[config.mk]
export PLATFORM = sky130hd
export DESIGN_NAME = ucsbece154a_dmem_arbiter
export DESIGN_NICKNAME = d
export VERILOG_FILES = /design/src/rtl/ucsbece154a_dmem_pkg.sv /design/src/rtl/ucsbece154a_rr_pick.sv /design/src/rtl/ucsbece154a_dmem_arbiter.sv
export SDC_FILE = /design/constraint.sdc
export NUM_CORES = 1
export LEC_CHECK = 0
export BUFFER_PORTS_ARGS = -buffer_cell sky130_fd_sc_hd__buf_2
export CAP_MARGIN = 10
export CORE_AREA = 5 5 102 104
export CTS_CLUSTER_SIZE = 28
export DETAILED_ROUTE_END_ITERATION = 8
export DIE_AREA = 0 0 107 109
export SETUP_SLACK_MARGIN = 0.1
export SYNTH_ARGS = -nofsm -noshare
export SYNTH_HDL_FRONTEND = slang
export SYNTH_HIERARCHICAL = 1
export SYNTH_SLANG_ARGS = --single-unit
[constraint.sdc]
create_clock -name clk -period 5.9 [get_ports clk]
set_input_delay 1.18 -clock clk [delete_from_list [all_inputs] [get_ports clk]]
set_output_delay 1.18 -clock clk [all_outputs]
set_load 0.02 [all_outputs]
[src/rtl/ucsbece154a_dmem_pkg.sv]
// ----------------------------------------------------------------------------
// ucsbece154a_dmem_pkg
// Shared definitions for the data-memory arbiter and its picker:
//   - arbiter state encoding (IDLE, LOCK0, LOCK1)
//   - default memory depth and lock length
//   - requester port indices
//   - word-alignment helper
// Optional build macro used by the users of this package: DMEM_ARB_RR_EN.
// ----------------------------------------------------------------------------
package ucsbece154a_dmem_pkg;

  localparam int NUM_WORDS_DEF = 64;
  localparam int LOCK_MAX_DEF  = 15;

  // Port indices; also the encoding stored in last_grant.
  localparam logic PORT0 = 1'b0;
  localparam logic PORT1 = 1'b1;

  typedef enum logic [1:0] {
    ST_IDLE  = 2'd0,
    ST_LOCK0 = 2'd1,
    ST_LOCK1 = 2'd2
  } arb_state_t;

  // True when the byte offset selects the first byte of a word.
  function automatic logic is_word_aligned(input logic [1:0] byte_off);
    return (byte_off == 2'b00);
  endfunction

endpackage

[src/rtl/ucsbece154a_rr_pick.sv]
// ----------------------------------------------------------------------------
// ucsbece154a_rr_pick
// Two-way picker used by the arbiter in its unlocked state.
//   i_req[1:0]    request vector, bit n = port n
//   i_last_grant  port that received the most recent grant
//   o_gnt[1:0]    one-hot grant (all zero when nothing requests)
// Build option DMEM_ARB_RR_EN:
//   defined   - a tie goes to the port that did not win last (round-robin)
//   undefined - a tie always goes to port 0; i_last_grant is ignored
// ----------------------------------------------------------------------------
module ucsbece154a_rr_pick
  import ucsbece154a_dmem_pkg::*;
(
  input  logic [1:0] i_req,
  input  logic       i_last_grant,
  output logic [1:0] o_gnt
);

`ifndef DMEM_ARB_RR_EN
  // Fixed priority never consults history.
  logic w_unused_last_grant;
  assign w_unused_last_grant = i_last_grant;
`endif

  // Grant selection: single requests win outright, ties resolved by build option.
  always_comb begin
    o_gnt = 2'b00;
    case (i_req)
      2'b01:   o_gnt = 2'b01;
      2'b10:   o_gnt = 2'b10;
`ifdef DMEM_ARB_RR_EN
      2'b11:   o_gnt = (i_last_grant == PORT0) ? 2'b10 : 2'b01;
`else
      2'b11:   o_gnt = 2'b01;
`endif
      default: o_gnt = 2'b00;
    endcase
  end

endmodule

[src/rtl/ucsbece154a_dmem_arbiter.sv]
// ----------------------------------------------------------------------------
// ucsbece154a_dmem_arbiter
// Shares a single-port NUM_WORDS-word data memory between port 0 (core LSU)
// and port 1 (debug/DMA loader). One grant per cycle, combinational grant,
// registered one-cycle response. A requester may hold a lock to keep the
// memory across consecutive grants (read-modify-write); the lock is forcibly
// dropped after LOCK_MAX consecutive locked grants.
//
// Ports:
//   clk, rst_n_i              clock, synchronous active-low reset
//   reqN_i/weN_i/aN_i/wdN_i   request, write strobe, byte address, write data
//   lockN_i                   keep the grant after this access
//   gntN_o                    access accepted this cycle (combinational)
//   rvalidN_o                 response for port N, one cycle after its grant
//   rdata_o, err_o            registered read data / misalignment flag
//   mem_we_o/mem_a_o/mem_wd_o drive the memory; mem_rd_i is its async read
//
// Build option DMEM_ARB_RR_EN: round-robin instead of port-0 priority on
// unlocked ties (see ucsbece154a_rr_pick). Lock behaviour is the same.
// ----------------------------------------------------------------------------
module ucsbece154a_dmem_arbiter
  import ucsbece154a_dmem_pkg::*;
#(
  parameter int NUM_WORDS  = NUM_WORDS_DEF,
  parameter int ADDR_WIDTH = $clog2(NUM_WORDS),
  parameter int LOCK_MAX   = LOCK_MAX_DEF
) (
  input  logic        clk,
  input  logic        rst_n_i,
  input  logic        req0_i,
  input  logic        we0_i,
  input  logic [31:0] a0_i,
  input  logic [31:0] wd0_i,
  input  logic        lock0_i,
  output logic        gnt0_o,
  input  logic        req1_i,
  input  logic        we1_i,
  input  logic [31:0] a1_i,
  input  logic [31:0] wd1_i,
  input  logic        lock1_i,
  output logic        gnt1_o,
  output logic        rvalid0_o,
  output logic        rvalid1_o,
  output logic [31:0] rdata_o,
  output logic        err_o,
  output logic        mem_we_o,
  output logic [31:0] mem_a_o,
  output logic [31:0] mem_wd_o,
  input  logic [31:0] mem_rd_i
);

  localparam int LOCK_CW = $clog2(LOCK_MAX + 1);
  localparam logic [LOCK_CW-1:0] LOCK_MAX_C = LOCK_CW'(LOCK_MAX);
  localparam logic [LOCK_CW-1:0] CNT_ONE    = LOCK_CW'(1'b1);
  localparam logic [LOCK_CW-1:0] CNT_ZERO   = {LOCK_CW{1'b0}};

  arb_state_t         r_state;
  arb_state_t         w_state_nxt;
  logic               r_last_grant;
  logic               w_last_grant_nxt;
  logic [LOCK_CW-1:0] r_lock_cnt;
  logic [LOCK_CW-1:0] w_lock_cnt_nxt;
  logic [LOCK_CW-1:0] w_cnt_inc;

  // After a forced release the port that held the lock loses the next tie,
  // otherwise fixed priority would let port 0 re-lock immediately and
  // LOCK_MAX would not bound the other port's wait.
  logic               r_yield_valid;
  logic               w_yield_valid_nxt;
  logic               r_yield_port;
  logic               w_yield_port_nxt;

  logic [1:0]         w_pick_gnt;
  logic [1:0]         w_gnt;
  logic               w_any_gnt;
  logic               w_sel1;
  logic [31:0]        w_a_sel;
  logic               w_we_sel;
  logic               w_lock_sel;
  logic               w_aligned;

  logic               r_rvalid0;
  logic               r_rvalid1;
  logic [31:0]        r_rdata;
  logic               r_err;

  ucsbece154a_rr_pick u_pick (
    .i_req        ({req1_i, req0_i}),
    .i_last_grant (r_last_grant),
    .o_gnt        (w_pick_gnt)
  );

  // Grant decision: nothing in reset, picker (or yield) when idle, owner only when locked.
  always_comb begin
    w_gnt = 2'b00;
    if (!rst_n_i) begin
      w_gnt = 2'b00;
    end else begin
      case (r_state)
        ST_IDLE: begin
          if (r_yield_valid && req0_i && req1_i) begin
            w_gnt = (r_yield_port == PORT0) ? 2'b10 : 2'b01;
          end else begin
            w_gnt = w_pick_gnt;
          end
        end
        ST_LOCK0: w_gnt = {1'b0, req0_i};
        ST_LOCK1: w_gnt = {req1_i, 1'b0};
        default:  w_gnt = 2'b00;
      endcase
    end
  end

  assign w_any_gnt  = |w_gnt;
  assign w_sel1     = w_gnt[1];
  assign w_a_sel    = w_sel1 ? a1_i    : a0_i;
  assign w_we_sel   = w_sel1 ? we1_i   : we0_i;
  assign w_lock_sel = w_sel1 ? lock1_i : lock0_i;
  assign w_aligned  = is_word_aligned(w_a_sel[1:0]);

  // Locked-grant count this grant would reach; a grant from IDLE is the first.
  assign w_cnt_inc  = (r_state == ST_IDLE) ? CNT_ONE : (r_lock_cnt + CNT_ONE);

  assign gnt0_o    = w_gnt[0];
  assign gnt1_o    = w_gnt[1];
  assign mem_we_o  = w_any_gnt & w_we_sel & w_aligned;
  // Same bits as the selected address; the middle field is the word index
  // the attached memory decodes.
  assign mem_a_o   = {w_a_sel[31:ADDR_WIDTH+2], w_a_sel[ADDR_WIDTH+1:2], w_a_sel[1:0]};
  assign mem_wd_o  = w_sel1 ? wd1_i : wd0_i;

  // Next state, lock counter, yield marker and last_grant from this cycle's grant.
  always_comb begin
    w_state_nxt       = r_state;
    w_lock_cnt_nxt    = r_lock_cnt;
    w_yield_valid_nxt = r_yield_valid;
    w_yield_port_nxt  = r_yield_port;
    w_last_grant_nxt  = r_last_grant;
    if (w_any_gnt) begin
      w_last_grant_nxt  = w_sel1;
      w_yield_valid_nxt = 1'b0;
      if (w_lock_sel && (w_cnt_inc < LOCK_MAX_C)) begin
        w_state_nxt    = w_sel1 ? ST_LOCK1 : ST_LOCK0;
        w_lock_cnt_nxt = w_cnt_inc;
      end else begin
        w_state_nxt    = ST_IDLE;
        w_lock_cnt_nxt = CNT_ZERO;
        if (w_lock_sel) begin
          // Lock still requested but LOCK_MAX reached: forced release.
          w_yield_valid_nxt = 1'b1;
          w_yield_port_nxt  = w_sel1;
        end else begin
          w_yield_valid_nxt = 1'b0;
        end
      end
    end else begin
      if ((r_state == ST_LOCK0) || (r_state == ST_LOCK1)) begin
        w_state_nxt = r_state;
      end else begin
        w_state_nxt    = ST_IDLE;
        w_lock_cnt_nxt = CNT_ZERO;
      end
    end
  end

  // Arbitration state registers.
  always_ff @(posedge clk) begin
    if (!rst_n_i) begin
      r_state       <= ST_IDLE;
      r_last_grant  <= PORT1;
      r_lock_cnt    <= CNT_ZERO;
      r_yield_valid <= 1'b0;
      r_yield_port  <= PORT0;
    end else begin
      r_state       <= w_state_nxt;
      r_last_grant  <= w_last_grant_nxt;
      r_lock_cnt    <= w_lock_cnt_nxt;
      r_yield_valid <= w_yield_valid_nxt;
      r_yield_port  <= w_yield_port_nxt;
    end
  end

  // Response registers: strobe, read data (0 for writes) and misalignment flag.
  always_ff @(posedge clk) begin
    if (!rst_n_i) begin
      r_rvalid0 <= 1'b0;
      r_rvalid1 <= 1'b0;
      r_rdata   <= 32'h0000_0000;
      r_err     <= 1'b0;
    end else begin
      r_rvalid0 <= w_gnt[0];
      r_rvalid1 <= w_gnt[1];
      if (w_any_gnt && !w_we_sel) begin
        r_rdata <= mem_rd_i;
      end else begin
        r_rdata <= 32'h0000_0000;
      end
      r_err     <= w_any_gnt & ~w_aligned;
    end
  end

  assign rvalid0_o = r_rvalid0;
  assign rvalid1_o = r_rvalid1;
  assign rdata_o   = r_rdata;
  assign err_o     = r_err;

endmodule

### Yosys cells after proc, flatten, opt, wreduce, memory -nomap -nowiden

Cells that the tools add are included.

* eq/ne operators: 6
* $add $sub $neg: 1
* muxes and demuxes: 19
* bitwise logic cells: 5
* magnitude comparators: 1
* reductions and logical operators: 12

Operators by type and width (number)
* 2-to-1 mux 32 bit: 2
* 2-to-1 mux 4 bit: 4
* 2-to-1 mux 2 bit: 7
* equality test 2 bit, second input constant: 3
* one-hot mux 2 bit (3 select lines): 1
* adder 4 x 1 -> 4 bit, second input constant: 1
* equality test 2 x 1 -> 1 bit, second input constant: 2
* logical AND 1 bit: 4
* zero test 2 bit: 2
* < comparator 4 bit, second input constant: 1
* 2-to-1 mux 1 bit: 4
* one-hot mux 2 bit (2 select lines): 1
* OR reduction 2 bit: 2
* bitwise AND 1 bit: 3
* AND reduction 3 bit: 1
* inequality test 2 bit, second input constant: 1
* inverter 1 bit: 2
* AND reduction 2 bit: 1
* zero test 1 bit: 1
* logical OR 1 bit: 1

* word-level logic and storage cells: 52
* input port bits: 168
* output and inout port bits: 102
* register bits: 43

### Logic depth before layout (Yosys ltp)

* depth after elaboration: 10
* depth in mapped cells: 9
* mapped depth without buffers: 9

### Modules after synthesis

The synthesis kept the hierarchy.

Modules (own cells, without submodules)
* ucsbece154a_dmem_arbiter: sequential area each 880.8 sq um, area an instance 2352.3 sq um, cells each 223, instances 1
* ucsbece154a_rr_pick: sequential area each 0.0 sq um, area an instance 10.0 sq um, cells each 2, instances 1

### Least setup slack after synthesis

No wires, ideal clock.

* path kind: in2out
* start: input req0_i
* end: output mem_a_o[24]
* cell stages on the path: 6
* arrival time: 2.515 ns
* slack: 2.205 ns
* path buffers: 2
* required time: 4.720 ns
* cell sequence: and4b_1 o21a_1 o21ai_4 buf_4 buf_4 mux2_2

* cells in the longest elaborated chain, start to end: 7
* elaborated cells between the ends (all ways): 11
* those cells by class: eq/ne: 3; mux: 5; reduce/logical: 3

Ends and longest elaborated chain
* start, declared: line ucsbece154a_dmem_arbiter.sv:30 `input logic req0_i,`
* equality test 2 x 1 -> 1 bit / equality test 2 bit (equally long branches): line ucsbece154a_rr_pick.sv:28 `case (i_req)`
* OR reduction 2 bit (no source line)
* one-hot mux 2 bit (2 select lines): line ucsbece154a_rr_pick.sv:28
* 2-to-1 mux 2 bit *: line ucsbece154a_dmem_arbiter.sv:101 `if (r_yield_valid && req0_i && req1_i) begin`
* one-hot mux 2 bit (3 select lines) *: line ucsbece154a_dmem_arbiter.sv:99 `case (r_state)`
* 2-to-1 mux 2 bit *: line ucsbece154a_dmem_arbiter.sv:96 `if (!rst_n_i) begin`
* 2-to-1 mux 32 bit *: line ucsbece154a_dmem_arbiter.sv:116 `assign w_a_sel = w_sel1 ? a1_i : a0_i;`
* end, declared: line ucsbece154a_dmem_arbiter.sv:47 `output logic [31:0] mem_a_o,`

Every way passes the cells marked *; elsewhere a longest branch is shown, timed or not.

### Worst setup path in the final report

* start: input req0_i
* end: output mem_we_o

* cells in the longest elaborated chain, start to end: 9
* elaborated cells between the ends (all ways): 16
* those cells by class: eq/ne: 3; mux: 6; bitwise: 2; reduce/logical: 5

Ends and longest elaborated chain
* equality test 2 x 1 -> 1 bit / equality test 2 bit (equally long branches): line ucsbece154a_rr_pick.sv:28
* OR reduction 2 bit (no source line)
* one-hot mux 2 bit (2 select lines): line ucsbece154a_rr_pick.sv:28
* 2-to-1 mux 2 bit: line ucsbece154a_dmem_arbiter.sv:101
* one-hot mux 2 bit (3 select lines) *: line ucsbece154a_dmem_arbiter.sv:99
* 2-to-1 mux 2 bit *: line ucsbece154a_dmem_arbiter.sv:96
* OR reduction 2 bit, or another cell as far along: line ucsbece154a_dmem_arbiter.sv:114 `assign w_any_gnt = |w_gnt;`
* bitwise AND 1 bit / zero test 2 bit (equally long branches): line ucsbece154a_dmem_arbiter.sv:126, ucsbece154a_dmem_pkg.sv:27
* bitwise AND 1 bit *: line ucsbece154a_dmem_arbiter.sv:126 `assign mem_we_o = w_any_gnt & w_we_sel & w_aligned;`
* end, declared: line ucsbece154a_dmem_arbiter.sv:46 `output logic mem_we_o,`

Marks and branches as above.

==> results.py <==
metrics = {
    "drt": {
        "num_vias": 2597,
        "drt_iter0_markers": 109,
        "vias_per_cell": 4.30,
        "antenna_left": 0,
        "drc": 0,
        "totalWireLength_mm": 8.92,
        "first_pass_iters": 4,
        "wire_per_inst_um": 14.8,
    },
    "placed_design": {
        "placed_area_um2": 3770,
        "placed_cells": 596,
        "dpl.hpwl_mm": 7.53,
        "io_buffer_count": 269,
        "gp_congestion": 0.765,
        "place_ws_ns": 1.62,
    },
    "yosys": {
        "syn_area_um2": 2330,
        "avgSynthCellArea_um2": 10.5,
        "yosys_warnings": 6,
        "synthCells": 223,
        "syn-num-nets": 396,
    },
    "timing": {
        "hold_violations": 0,
        "drv_slew": 0,
        "fmax_mhz": 235,
        "whs_ns": 0.501,
        "period_minus_slack_ns": 4.26,
        "setup_viol": 0,
        "skew_ns": 0.00674,
        "tns_ns": 0,
        "grt_setup_unrepaired": "false",
        "worst_pin_slew_ns": 0.955,
        "setup_slack_ns": 1.64,
        "min_period_over_period_pct": 72.2,
        "slew_headroom_pct": 36.3,
    },
    "global_routing": {
        "grt_max_degree": 38,
        "grt_pass1_wl_mm": 12.5,
        "grt.total_usage_pct": 13.4,
        "grt_overflow_total": 0,
        "antenna_found_initial": 0,
        "grt_pass1_vias": 2553,
    },
    "floorplan": {
        "dieArea_um2": 11700,
        "io_pins": 270,
        "rows": 36,
        "chipHeight_um": 109,
        "start_util_pct": 24.7,
        "die_w_um": 107,
        "core_area_um2": 9460,
    },
    "job": {
        "cap_violations": 0,
    },
    "cts": {
        "clock_latency_ns": 0.30,
        "tritoncts": "built",
        "htree_num_levels": 2,
        "clock-sinks": 43,
        "cts_resized": 0,
        "cts_max_path_buffers": 2,
        "cts_hold_buffers": 0,
        "cts.clk_slew.worst_paths_ns": 0.09,
        "postCtsSetupBuffers": 0,
        "numCtsBuffers": 5,
        "root_buffer": "clkbuf_8",
    },
    "power_and_ir_drop": {
        "power.density_nw_per_um2": 191,
        "ir_drop_mv": 0.122,
        "p_leak_nw": 2.10,
        "power.total_mw": 0.737,
    },
    "min_path": {
        "hold_path_class": "reg -> reg",
        "hold_path_depth": 2,
        "holdCritStartpoint": "r_lock_cnt[2]$_SDFFE_PN0P_",
        "worst_hold_path.endpoint": "r_lock_cnt[2]$_SDFFE_PN0P_",
    },
    "worst_setup_path": {
        "r2r_end": "rdata_o[14]$_SDFF_PN0_",
        "critPathKind": "in -> out",
        "worstPathCellList": "buf_2 > and4b_1 > o21a_1 > o21ai_4 > buf_4 > inv_2 > nand2_1 > o21ai_0 > and3_1 > buf_2",
        "start_kind": "primary input",
        "path_max_fanout": 37,
        "cp-end-kind": "output port",
        "crit_top_cell": "buf_2",
        "critPathMaxStageDelay_ns": 0.44,
        "r2r_slack_ns": 2.88,
        "worst-path-buf-inv": 4,
        "critPathTopFamily": "buffers and inverters",
        "worstReg2RegStart": "r_state[1]$_SDFFE_PN0P_",
        "cp.required_ns": 4.72,
        "critPathLaunch": "req0_i",
        "cp_slowest_cell": "buf_4",
        "crit_arrival_ns": 3.08,
        "r2r_cells": 9,
    },
    "finish": {
        "antenna_cells": 0,
        "syn2layout_area_growth_pct": 65.5,
        "final_cells": 604,
        "fillers": 959,
        "finish.utilization_pct": 40.8,
        "postLayoutCellArea_um2": 3860,
        "layout-drive-gt1-share_pct": 71.0,
        "finalNetCount": 662,
    },
    "status": {
        "status": "complete, no violations",
    },
}
-- sequential cells by signal, summed over array words and instances, names as in the netlist --
signal         flops
err_o              1
r_yield_port       1
rvalid0_o          1
r_lock_cnt         4
r_yield_valid      1
r_state            2
rdata_o           32
rvalid1_o          1
-- cell usage in the layout (no fill, tap or decap), types with 2 or more instances in the layout --
master    instances
a21oi_1           5
a32oi_1           3
and2_1           32
and3_1            3
and4b_1           2
buf_2           269
buf_4             2
clkbuf_8          5
dfxtp_1          43
ha_1              5
inv_1             7
inv_6             2
mux2_2           63
mux2i_1           2
nand2_1           7
nand3_1           5
nand4_1           3
nand4b_1          3
nor2_1            6
nor2b_1           6
o21a_1            2
-- worst max-delay path by stage --
| stage | endpoint | slack [ns] | depth (start not counted) |
|---|---|---|---|
| finish | mem_we_o | 1.64 | 10 |
| global route | mem_we_o | 1.45 | 9 |
| CTS | mem_we_o | 1.62 | 9 |
| detailed placement | mem_we_o | 1.62 | 9 |
| global placement | mem_we_o | 1.68 | 9 |
| floorplan | mem_a_o[24] | 2.20 | 6 |
-- tightest hold or removal path, delay by kind of cell (launching register included) --
kind	cells	cell delay (ns)
flops	1	0.34
compound gates	1	0.06
simple gates	1	0.05
-- power by group --
group	total [mW]	internal (mW)	switching (mW)
clock network	0.204	0.0873	0.117
logic	0.228	0.107	0.121
registers	0.305	0.302	0.00309
-- cell type report --
type | count | area, um^2 | area share (%)
multi-input combinational | 160 | 1370 | 35.5
timing repair buffer | 271 | 1360 | 35.3
sequential | 43 | 861 | 22.3
tap | 114 | 143 | 3.69
clock buffer | 5 | 68.8 | 1.78
inverter | 8 | 30.0 | 0.778
clock inverter | 3 | 26.3 | 0.680
-- metal layers --
metal / up-vias / part of all wire, % / track usage, %
li1: 1305 / - / -
met3: 5 / 10 / 4.80
met4: 0 / 0.57 / 2.74
met2: 129 / 52 / 25.0
met1: 1158 / 37 / 14.6
met5: - / 0 / 0
Note: power is estimated with default switching activity, not from simulation.
